**src/rtl/serial_demux7.sv**
```systemverilog
// Serial-to-parallel capture: steers each accepted serial bit into its frame slot
// and publishes the completed word with a one-cycle valid pulse.
module serial_demux7 #(
    parameter int unsigned SLOTS = 7
) (
    input  logic       clock_i,
    input  logic       reset_i,
    input  logic       start_i,
    input  logic       din_i,
    input  logic       din_valid_i,
    output logic [6:0] out_o,
    output logic       out_valid_o,
    output logic       busy_o,
    output logic [2:0] ptr_o,
    output logic       err_o
);

    localparam int unsigned W  = 7;
    localparam int unsigned PW = 3;
    localparam logic [PW-1:0] LAST = PW'(SLOTS - 1);
    localparam logic [W-1:0]  MASK = W'((8'd1 << SLOTS) - 8'd1);

    typedef enum logic [1:0] {
        S_IDLE  = 2'd0,
        S_SHIFT = 2'd1,
        S_DONE  = 2'd2
    } state_t;

    state_t          state_q;
    logic [W-1:0]    shadow_q;
    logic [W-1:0]    shadow_d;
    logic [W-1:0]    out_q;
    logic            out_valid_q;
    logic            busy_q;
    logic [PW-1:0]   ptr_q;
    logic            err_q;

    // Shadow word with the incoming bit written to the addressed slot only.
    always_comb begin
        shadow_d = shadow_q;
        for (int i = 0; i < int'(W); i++) begin
            if (PW'(i) == ptr_q) begin
                shadow_d[i] = din_i;
            end
        end
    end

    always_ff @(posedge clock_i) begin
        if (reset_i) begin
            state_q     <= S_IDLE;
            shadow_q    <= '0;
            out_q       <= '0;
            out_valid_q <= 1'b0;
            busy_q      <= 1'b0;
            ptr_q       <= '0;
            err_q       <= 1'b0;
        end else begin
            out_valid_q <= 1'b0;
            case (state_q)
                S_IDLE, S_DONE: begin
                    if (start_i) begin
                        state_q  <= S_SHIFT;
                        busy_q   <= 1'b1;
                        ptr_q    <= '0;
                        shadow_q <= '0;
                        err_q    <= 1'b0;
                    end else begin
                        state_q <= S_IDLE;
                        if (din_valid_i) begin
                            err_q <= 1'b1;
                        end
                    end
                end
                S_SHIFT: begin
                    // A restart drops any bit presented alongside it.
                    if (start_i) begin
                        ptr_q    <= '0;
                        shadow_q <= '0;
                        err_q    <= 1'b0;
                    end else if (din_valid_i) begin
                        shadow_q <= shadow_d;
                        if (ptr_q == LAST) begin
                            out_q       <= shadow_d & MASK;
                            out_valid_q <= 1'b1;
                            state_q     <= S_DONE;
                            busy_q      <= 1'b0;
                            ptr_q       <= '0;
                        end else begin
                            ptr_q <= ptr_q + PW'(1);
                        end
                    end
                end
                default: begin
                    state_q <= S_IDLE;
                    busy_q  <= 1'b0;
                    ptr_q   <= '0;
                end
            endcase
        end
    end

    assign out_o       = out_q;
    assign out_valid_o = out_valid_q;
    assign busy_o      = busy_q;
    assign ptr_o       = ptr_q;
    assign err_o       = err_q;

endmodule

```
**config.mk**
```make
export PLATFORM = sky130hd
export DESIGN_NAME = serial_demux7
export DESIGN_NICKNAME = d
export VERILOG_FILES = /design/src/rtl/serial_demux7.sv
export SDC_FILE = /design/constraint.sdc
export NUM_CORES = 1
export LEC_CHECK = 0
export ABC_AREA = 0
export CORE_MARGIN = 2
export CORE_UTILIZATION = 30
export CTS_CLUSTER_DIAMETER = 40
export DETAILED_ROUTE_END_ITERATION = 8
export GPL_ROUTABILITY_DRIVEN = 0
export GPL_TIMING_DRIVEN = 0
export PLACE_DENSITY = 0.49
export SLEW_MARGIN = 20
export SYNTH_ARGS = -nofsm -noshare
export SYNTH_HDL_FRONTEND = slang
export SYNTH_SLANG_ARGS = --single-unit
```
**constraint.sdc**
```tcl
create_clock -name clock_i -period 4.23 [get_ports clock_i]
set_input_delay 1.269 -clock clock_i [delete_from_list [all_inputs] [get_ports clock_i]]
set_output_delay 1.269 -clock clock_i [all_outputs]
set_load 0.02 [all_outputs]
```
==> results.cfg <==
[drt]
drcViolationCount = 0
antenna_left = 0
routed_wl_um = 2760
wl_per_cell_um = 14.5
route.vias.total = 985
vias_per_cell = 5.18
firstDrtPassIters = 6
drtIter0Drc = 47

[clocking]
cts.reportedPaths.clkPinSlew_ns = 0.13
clock_path_buffers = 2
postCtsSetupBuffers = 0
htree_levels = 1
hold_buffers = 0
clock-sinks = 21
cts_resized = 0
root_buffer = clkbuf_4
cts_tree = yes
clk_latency_ns = 0.31
numCtsBuffers = 3

[finish]
syn_to_final_growth_pct = 23.6
num_antenna_cells = 0
drive_gt1_share_pct = 11.1
final_cell_mix = dfxtp_1, clkdlybuf4s50_1, a21oi_1
fin_nets = 151
final_common_cell = dfxtp_1

[pwr]
finalPower_uw = 347
comb_power_share_pct = 11.4
power.share.clock_pct = 30.2
peakVddDrop_v = 0.000121
power.density_mw_per_mm2 = 259
internal-power_uw = 253
leakage_nw = 0.457
swShare_pct = 27.0
power_frac_seq_pct = 58.4
power_switching_uw = 93.5

[worst_setup_path]
max_stage_delay_ns = 0.63
crit_chain = clkdlybuf4s50_1
crit_buf_inv = 1
end_kind = primary output
cp_top_family = buffers and inverters
path_max_fanout = 5
critPathKind = flop to primary output
crit_slowest_cell = clkdlybuf4s50_1
cp.arrival_ns = 1.35
required_ns = 2.96
critical_path.startpoint = ptr_o[1]
crit-reg2reg-launch = ptr_o[1]
startpoint_type = flop

[timing]
final_hold_viol_count = 0
rsz0062_at_grt = false
finalSetupTns_ns = 0
report.final.setup_viol = 0
finalClockSkew_ns = 0.00281
period_minus_slack_ns = 2.62
fmax_ghz = 0.382
drv_slew = 0
slew_headroom_pct = 61.8
tightestPinTransition_ns = 0.573
fin_crit_sh_pct = 61.9

[yosys]
syn_area_mm2 = 0.00108
synth.avg_cell_area_um2 = 8.81
synth.yosys.warnings = 0
ys_async_sr_fraction_pct = 0
synth_edf_count = 0
ys_types = 42
yosysSeqAreaShare_pct = 38.8
synth_top_flop_cell = dfxtp_1
synth_seq_cells = 21
syn_inst = 123
syn_nets = 129

[hold_path]
holdCritStartpoint = shadow_q[1]
hold_path_class = flop to flop

[grt]
grt_max_degree = 13
grt_pass1_vias = 973
overflow = 0
grt_pass1_wl_um = 4770
grt.total_usage_pct = 14.8
antenna_found_initial = 0

[run_status]
outcome = completed

[floorplanning]
dieWidth_um = 64.1
rows = 21
fp.coreArea_mm2 = 0.00342
start_util_pct = 31.7
die_y_um = 64.1
die-area_mm2 = 0.00411
ios = 18

[place]
dpl.hpwl_um = 1900
io_buffers = 17

[job]
drv_cap = 0
==> routing by layer <==
layer / part of all wire, % / GRT usage, % / vias up
met3: 2.5 / 3.17 / 2
met1: 49 / 20.0 / 469
met2: 47 / 24.2 / 16
met5: 0 / 0 / -
met4: 0.65 / 3.46 / 0
li1: - / - / 498
==> stage by stage <==
step / std cells / hold WS [ns] / utilization (%) / cell area [um^2] / setup WS (ns)
finish: 190 / 0.479 / 39.2 / 1340 / 1.61
global route: 190 / 0.500 / 39.2 / 1340 / 1.54
CTS: 190 / 0.484 / 39.2 / 1340 / 1.61
detailed placement: 186 / 0.466 / 38.4 / 1310 / 1.33
global placement: 186 / 0.452 / 38.4 / 1310 / 1.35
floorplan: 123 / 0.444 / - / 1080 / 2.11
==> synthesized netlist by cell type, types with 2 or more instances <==
| library cell | n | area share (%) |
|---|---|---|
| or3b_1 | 4 | 3.2 |
| nand3b_1 | 2 | 1.4 |
| inv_1 | 6 | 2.1 |
| a211oi_1 | 4 | 2.8 |
| dfxtp_1 | 21 | 39 |
| nor2_1 | 4 | 1.4 |
| o2111ai_1 | 2 | 1.6 |
| clkbuf_1 | 5 | 1.7 |
| o32ai_1 | 2 | 1.6 |
| nor3_1 | 4 | 1.8 |
| buf_6 | 3 | 3.1 |
| nand2b_1 | 3 | 1.7 |
| a21oi_1 | 14 | 6.5 |
| or3_1 | 3 | 1.7 |
| nor2b_1 | 3 | 1.7 |
| nand3_1 | 6 | 2.8 |
| buf_2 | 5 | 2.3 |
| o31ai_1 | 2 | 1.4 |
| o21ai_0 | 2 | 0.92 |
| o21ai_1 | 6 | 2.8 |
==> registers in the layout, summed over array words and instances (netlist names) <==
| name | flops |
|---|---|
| out_o | 7 |
| out_valid_o | 1 |
| err_o | 1 |
| ptr_o | 3 |
| shadow_q | 6 |
| busy_o | 1 |
| state_q | 2 |
==> layout make-up <==
| type | instances | area [um^2] |
|---|---|---|
| Timing Repair Buffer | 17 | 170 |
| Buffer | 13 | 77.6 |
| Fill cell | 368 | 2080 |
| Clock inverter | 1 | 5.00 |
| Multi-Input combinational cell | 83 | 563 |
| Clock buffer | 3 | 22.5 |
| Inverter | 6 | 22.5 |
| Sequential cell | 21 | 420 |
| Tap cell | 46 | 57.6 |
==> final timing paths <==
check / cells past startpoint / end / slack [ns]
min: 2 / out_o[1] / 0.48
max reg2reg: 6 / shadow_q[3] / 2.33
max: 1 / ptr_o[1] / 1.61
min reg2reg: 2 / out_o[1] / 0.48
==> cells by family (layout without fill, tap and decap cells) <==
group / after synthesis / after routing / synth area share (%)
compound gates: 39 / 39 / 23.2
fa+ha+maj: 1 / 1 / 1.15
buf+inv: 19 / 40 / 9.24
flops: 21 / 21 / 38.8
mux: 1 / 1 / 0.924
simple gates: 42 / 42 / 26.7
==> power by group through the flow <==
stage	combinational [mW]	sequential, mW	clock [mW]
after floorplan	0.0218	0.209	0
after global placement	0.0390	0.207	0
final	0.0396	0.202	0.105
after detailed placement	0.0396	0.207	0
after CTS	0.0397	0.202	0.108
after global routing	0.0433	0.203	0.118
Power figures use the tool's default switching activity.
==> edit 1: new RTL, config.mk and constraints unchanged <==
Add an input register stage for `start_i`, `din_i` and `din_valid_i`, cleared by the reset; this delays them by one clock.
--- a/src/rtl/serial_demux7.sv
+++ b/src/rtl/serial_demux7.sv
@@ -26,6 +26,22 @@
         S_DONE  = 2'd2
     } state_t;
 
+    logic start_q;
+    logic din_q;
+    logic din_valid_q;
+
+    always_ff @(posedge clock_i) begin
+        if (reset_i) begin
+            start_q     <= '0;
+            din_q       <= '0;
+            din_valid_q <= '0;
+        end else begin
+            start_q     <= start_i;
+            din_q       <= din_i;
+            din_valid_q <= din_valid_i;
+        end
+    end
+
     state_t          state_q;
     logic [W-1:0]    shadow_q;
     logic [W-1:0]    shadow_d;
@@ -40,7 +56,7 @@
         shadow_d = shadow_q;
         for (int i = 0; i < int'(W); i++) begin
             if (PW'(i) == ptr_q) begin
-                shadow_d[i] = din_i;
+                shadow_d[i] = din_q;
             end
         end
     end
@@ -58,7 +74,7 @@
             out_valid_q <= 1'b0;
             case (state_q)
                 S_IDLE, S_DONE: begin
-                    if (start_i) begin
+                    if (start_q) begin
                         state_q  <= S_SHIFT;
                         busy_q   <= 1'b1;
                         ptr_q    <= '0;
@@ -66,18 +82,18 @@
                         err_q    <= 1'b0;
                     end else begin
                         state_q <= S_IDLE;
-                        if (din_valid_i) begin
+                        if (din_valid_q) begin
                             err_q <= 1'b1;
                         end
                     end
                 end
                 S_SHIFT: begin
                     // A restart drops any bit presented alongside it.
-                    if (start_i) begin
+                    if (start_q) begin
                         ptr_q    <= '0;
                         shadow_q <= '0;
                         err_q    <= 1'b0;
-                    end else if (din_valid_i) begin
+                    end else if (din_valid_q) begin
                         shadow_q <= shadow_d;
                         if (ptr_q == LAST) begin
                             out_q       <= shadow_d & MASK;
Function: changed (Yosys sat finds a counterexample within 4 cycles, from zero or initial values and one cycle with reset_i high).
==> edit 1 against the unedited design <==
- critical path depth did not move
- sequential share of layout area grew 4.8 points
- routed wire length shrank 11%
- setup slack got worse by 0.024 ns
- register-to-register slack gained 0.23 ns
- area after synthesis fell by 2.0%
- core utilization is 0.24 points higher
- hold slack better by 0.0015 ns
- final area down 0.93%
- power up 12%
- sequential cell count grew 3
- via count fell by 4.2%
- clock skew grew 0.0018 ns
- largest cell class unchanged
==> edit 1: results (changes against the unedited design) <==
CTS Buf Count 3 (unchanged); worst min path class flop to flop; Mapped Nets 121 (-6.2%); Hold Path Depth 1 (-1); number of DRC markers in iteration 0 22 (-53%); P&R area growth vs syn 24.9%; Leak Pwr 0.000472 uW (+3.4%); Worst R2R Setup Slack 2.56 ns (+0.23 ns); Cell Area, Placed 1290 um^2 (-1.6%); worst hold endpoint shadow_q[1]; library cells used by synthesis 34 (-19%); drt first pass iters 4 (-2); Synth area leaders dfxtp_1 (45%), a21oi_1 (6.6%), a211oi_1 (4.2%); Layout Nets 143 (-5.3%); Async SR Flop Fraction 0% (unchanged); Vias 944 (-4.2%); largest net degree at the start of global routing 14 (+1); Fillers 364 (-1.1%); first-pass GRT wire length 4350 um (-8.7%); worst flop-to-flop path endpoint out_o[3]; Max VDD drop 0.108 mV (-11%); Slowest-stage cell, CP clkdlybuf4s50_1; Least-Margin Pin Slew 0.530 ns (-0.0430 ns); GRT Total Usage 13.5% (-1.3 points); DP HPWL 1740 um (-8.8%); Arr. time, crit path 1.37 ns (+0.02 ns); register area share after synthesis 45.2% (+6.4 points); layout cell share with drive strength beyond 1 10.3% (-0.82 points); clock transition at the registers of the reported paths 0.14 ns; Max clock buf depth 2 (unchanged); syn_area_per_cell 9.24 um^2 (+4.9%); non-filler cells, final 182 (-4.2%); wire length per cell 13.6 um (-6.6%); start point of the critical path ptr_o[0]; cell types with the highest counts after synthesis dfxtp_1 (24), a21oi_1 (14), o21ai_0 (7); outcome completed; WHS 0.481 ns (+0.00150 ns); vias in the first global route 927 (-4.7%); Setup Skew 0.00459 ns (+0.00178 ns)
## edit 1: per-layer routing
layer	vias up	wire length [um]	GRT usage (%)	share of wire, %
met1	451	1240	18.2	50
met3	5	80	1.61	3.2
li1	468	-	-	-
met5	-	0	0	0
met2	20	1110	21.7	45
met4	0	43	5.71	1.7
## edit 1: cell families after synthesis
kind of cell	count (synthesis)	synth area share (%)
AO/OA/AOI/OAI	37	21.8
adder cells (fa/ha/maj)	1	1.18
flip-flops	24	45.2
multiplexers	4	3.89
AND/OR/NAND/NOR	36	21.9
buffers and inverters	13	6.01
## edit 1: worst reg2reg max path, stage by stage (launching register included)
cell     delay (ns)
dfxtp_1        0.43
buf_2          0.24
and2_1         0.15
ha_1           0.15
mux2_2         0.35
nor3_1         0.17
nor3_1         0.06
## edit 1: layout make-up
cell class	instances	share of cell area (%)
Multi-Input combinational cell	78	39.1
Tap cell	46	4.34
Clock buffer	4	2.74
Sequential cell	24	36.2
Timing Repair Buffer	17	12.8
Inverter	4	1.13
Buffer	9	3.68
## edit 1: how the worst max path moves through the flow
| stage | endpoint | slack, ns | depth (start not counted) |
|---|---|---|---|
| detailed placement | shadow_q[0] | 1.64 | 4 |
| CTS | ptr_o[0] | 1.58 | 1 |
| floorplan | shadow_q[0] | 2.39 | 3 |
| finish | ptr_o[0] | 1.59 | 1 |
| global route | ptr_o[0] | 1.51 | 1 |
| global placement | shadow_q[0] | 1.63 | 4 |
## edit 1: power breakdown
part	switching, uW	leakage [uW]	internal (uW)
clock	72.6	0.0000210	52.7
combinational	15.6	0.000257	12.6
sequential	3.94	0.000195	230
total	92.1	0.000472	295
==> edit 2: new RTL, same flow settings <==
Without the edit above. Change the parameter `SLOTS` from 7 to 4.
--- a/src/rtl/serial_demux7.sv
+++ b/src/rtl/serial_demux7.sv
@@ -1,7 +1,7 @@
 // Serial-to-parallel capture: steers each accepted serial bit into its frame slot
 // and publishes the completed word with a one-cycle valid pulse.
 module serial_demux7 #(
-    parameter int unsigned SLOTS = 7
+    parameter int unsigned SLOTS = 4
 ) (
     input  logic       clock_i,
     input  logic       reset_i,
Formal check against the unedited RTL: not equivalent (a bounded check fails within 10 cycles, from zero or initial values and one cycle with reset_i high).
==> edit 2 against the unedited design <==
- register-to-register slack gained 0.53 ns
- area after synthesis shrank 28%
- sequential cell count shrank 6
- final area shrank 27%
- count of clock-buffer cells in the layout is the same
- routed wire length shrank 42%
- sequential power shrank 28%
- critical path type unchanged
- power shrank 24%
- setup slack lost 0.084 ns
- synthesized cell count shrank 35%
==> edit 2: results (changes against the unedited design) <==
Max VDD drop 0.146 mV (+20%); critical path peak fanout 8 (+3); Leak Pwr 0.000372 uW (-19%); library cells used by synthesis 30 (-29%); Cell Area, Placed 956 um^2 (-27%); Skew-Pair Late Insertion Delay 0.28 ns (-0.03 ns); Fillers 268 (-27%); Arr. time, crit path 1.43 ns (+0.08 ns); DP HPWL 1170 um (-38%); Vias 602 (-39%); Synth area leaders dfxtp_1 (38%), ha_1 (6.4%), o2bb2ai_1 (5.6%); layout cell share with drive strength beyond 1 18.2% (+7.1 points); Critical Path Max Stage Delay 0.66 ns (+0.03 ns); drt first pass iters 4 (-2); number of DRC markers in iteration 0 10 (-79%); cell types with the highest counts after synthesis dfxtp_1 (15), a21oi_1 (6), nor2_1 (6), o2bb2ai_1 (5); register area share after synthesis 38.5% (-0.34 points); vias in the first global route 567 (-42%); clock transition at the registers of the reported paths 0.09 ns (-0.04 ns); Layout Nets 109 (-28%); Setup Skew 0.000592 ns (-0.00222 ns); power share of the combinational group 13.3% (+1.9 points); largest net degree at the start of global routing 10 (-3); final WL 1610 um (-42%); sequential share of power 55.1% (-3.3 points); outcome completed
[edit 2: cell type report]
type,instances,area (um^2),area share [%]
Multi-Input combinational cell,59,437,44.4
Sequential cell,15,300,30.5
Timing Repair Buffer,13,130,13.2
Buffer,6,43.8,4.45
Tap cell,30,37.5,3.82
Clock buffer,3,22.5,2.29
Inverter,2,7.51,0.763
Clock inverter,1,5.00,0.509
[edit 2: logic make-up (layout without fill, tap and decap cells)]
logic type / Yosys count / after routing / share of synthesized area, %
other cells: 1 / 3 / 0.480
buf+inv: 8 / 25 / 6.57
compound gates: 21 / 21 / 21.2
flops: 15 / 15 / 38.5
fa+ha+maj: 4 / 4 / 6.41
mux: 4 / 4 / 5.13
simple gates: 27 / 27 / 21.8
[edit 2: metal layers]
metal | vias up | GRT usage (%) | share of wire [%] | wire length (um)
met4 | 0 | 6.10 | 0.93 | 15
met1 | 276 | 17.8 | 49 | 795
li1 | 316 | - | - | -
met3 | 2 | 1.61 | 2.9 | 47
met5 | - | 0 | 0 | 0
met2 | 8 | 19.2 | 47 | 752
[edit 2: stage by stage]
step	power, uW	util (%)	instances	setup WS [ns]
after global placement	184	38.6	125	1.65
final	264	39.7	129	1.53
after detailed placement	184	38.6	125	1.66
after CTS	269	39.7	129	1.50
after floorplan	173	-	82	2.13
after global routing	278	39.7	129	1.46
[edit 2: worst paths after layout]
kind               startpoint  depth (start not counted)     endpoint  slack, ns
setup / recovery     ptr_o[2]                          1     ptr_o[2]       1.53
hold / removal    shadow_q[1]                          1  shadow_q[1]       0.47
setup reg to reg     ptr_o[0]                          5     out_o[2]       2.86
hold reg to reg   shadow_q[1]                          1  shadow_q[1]       0.47
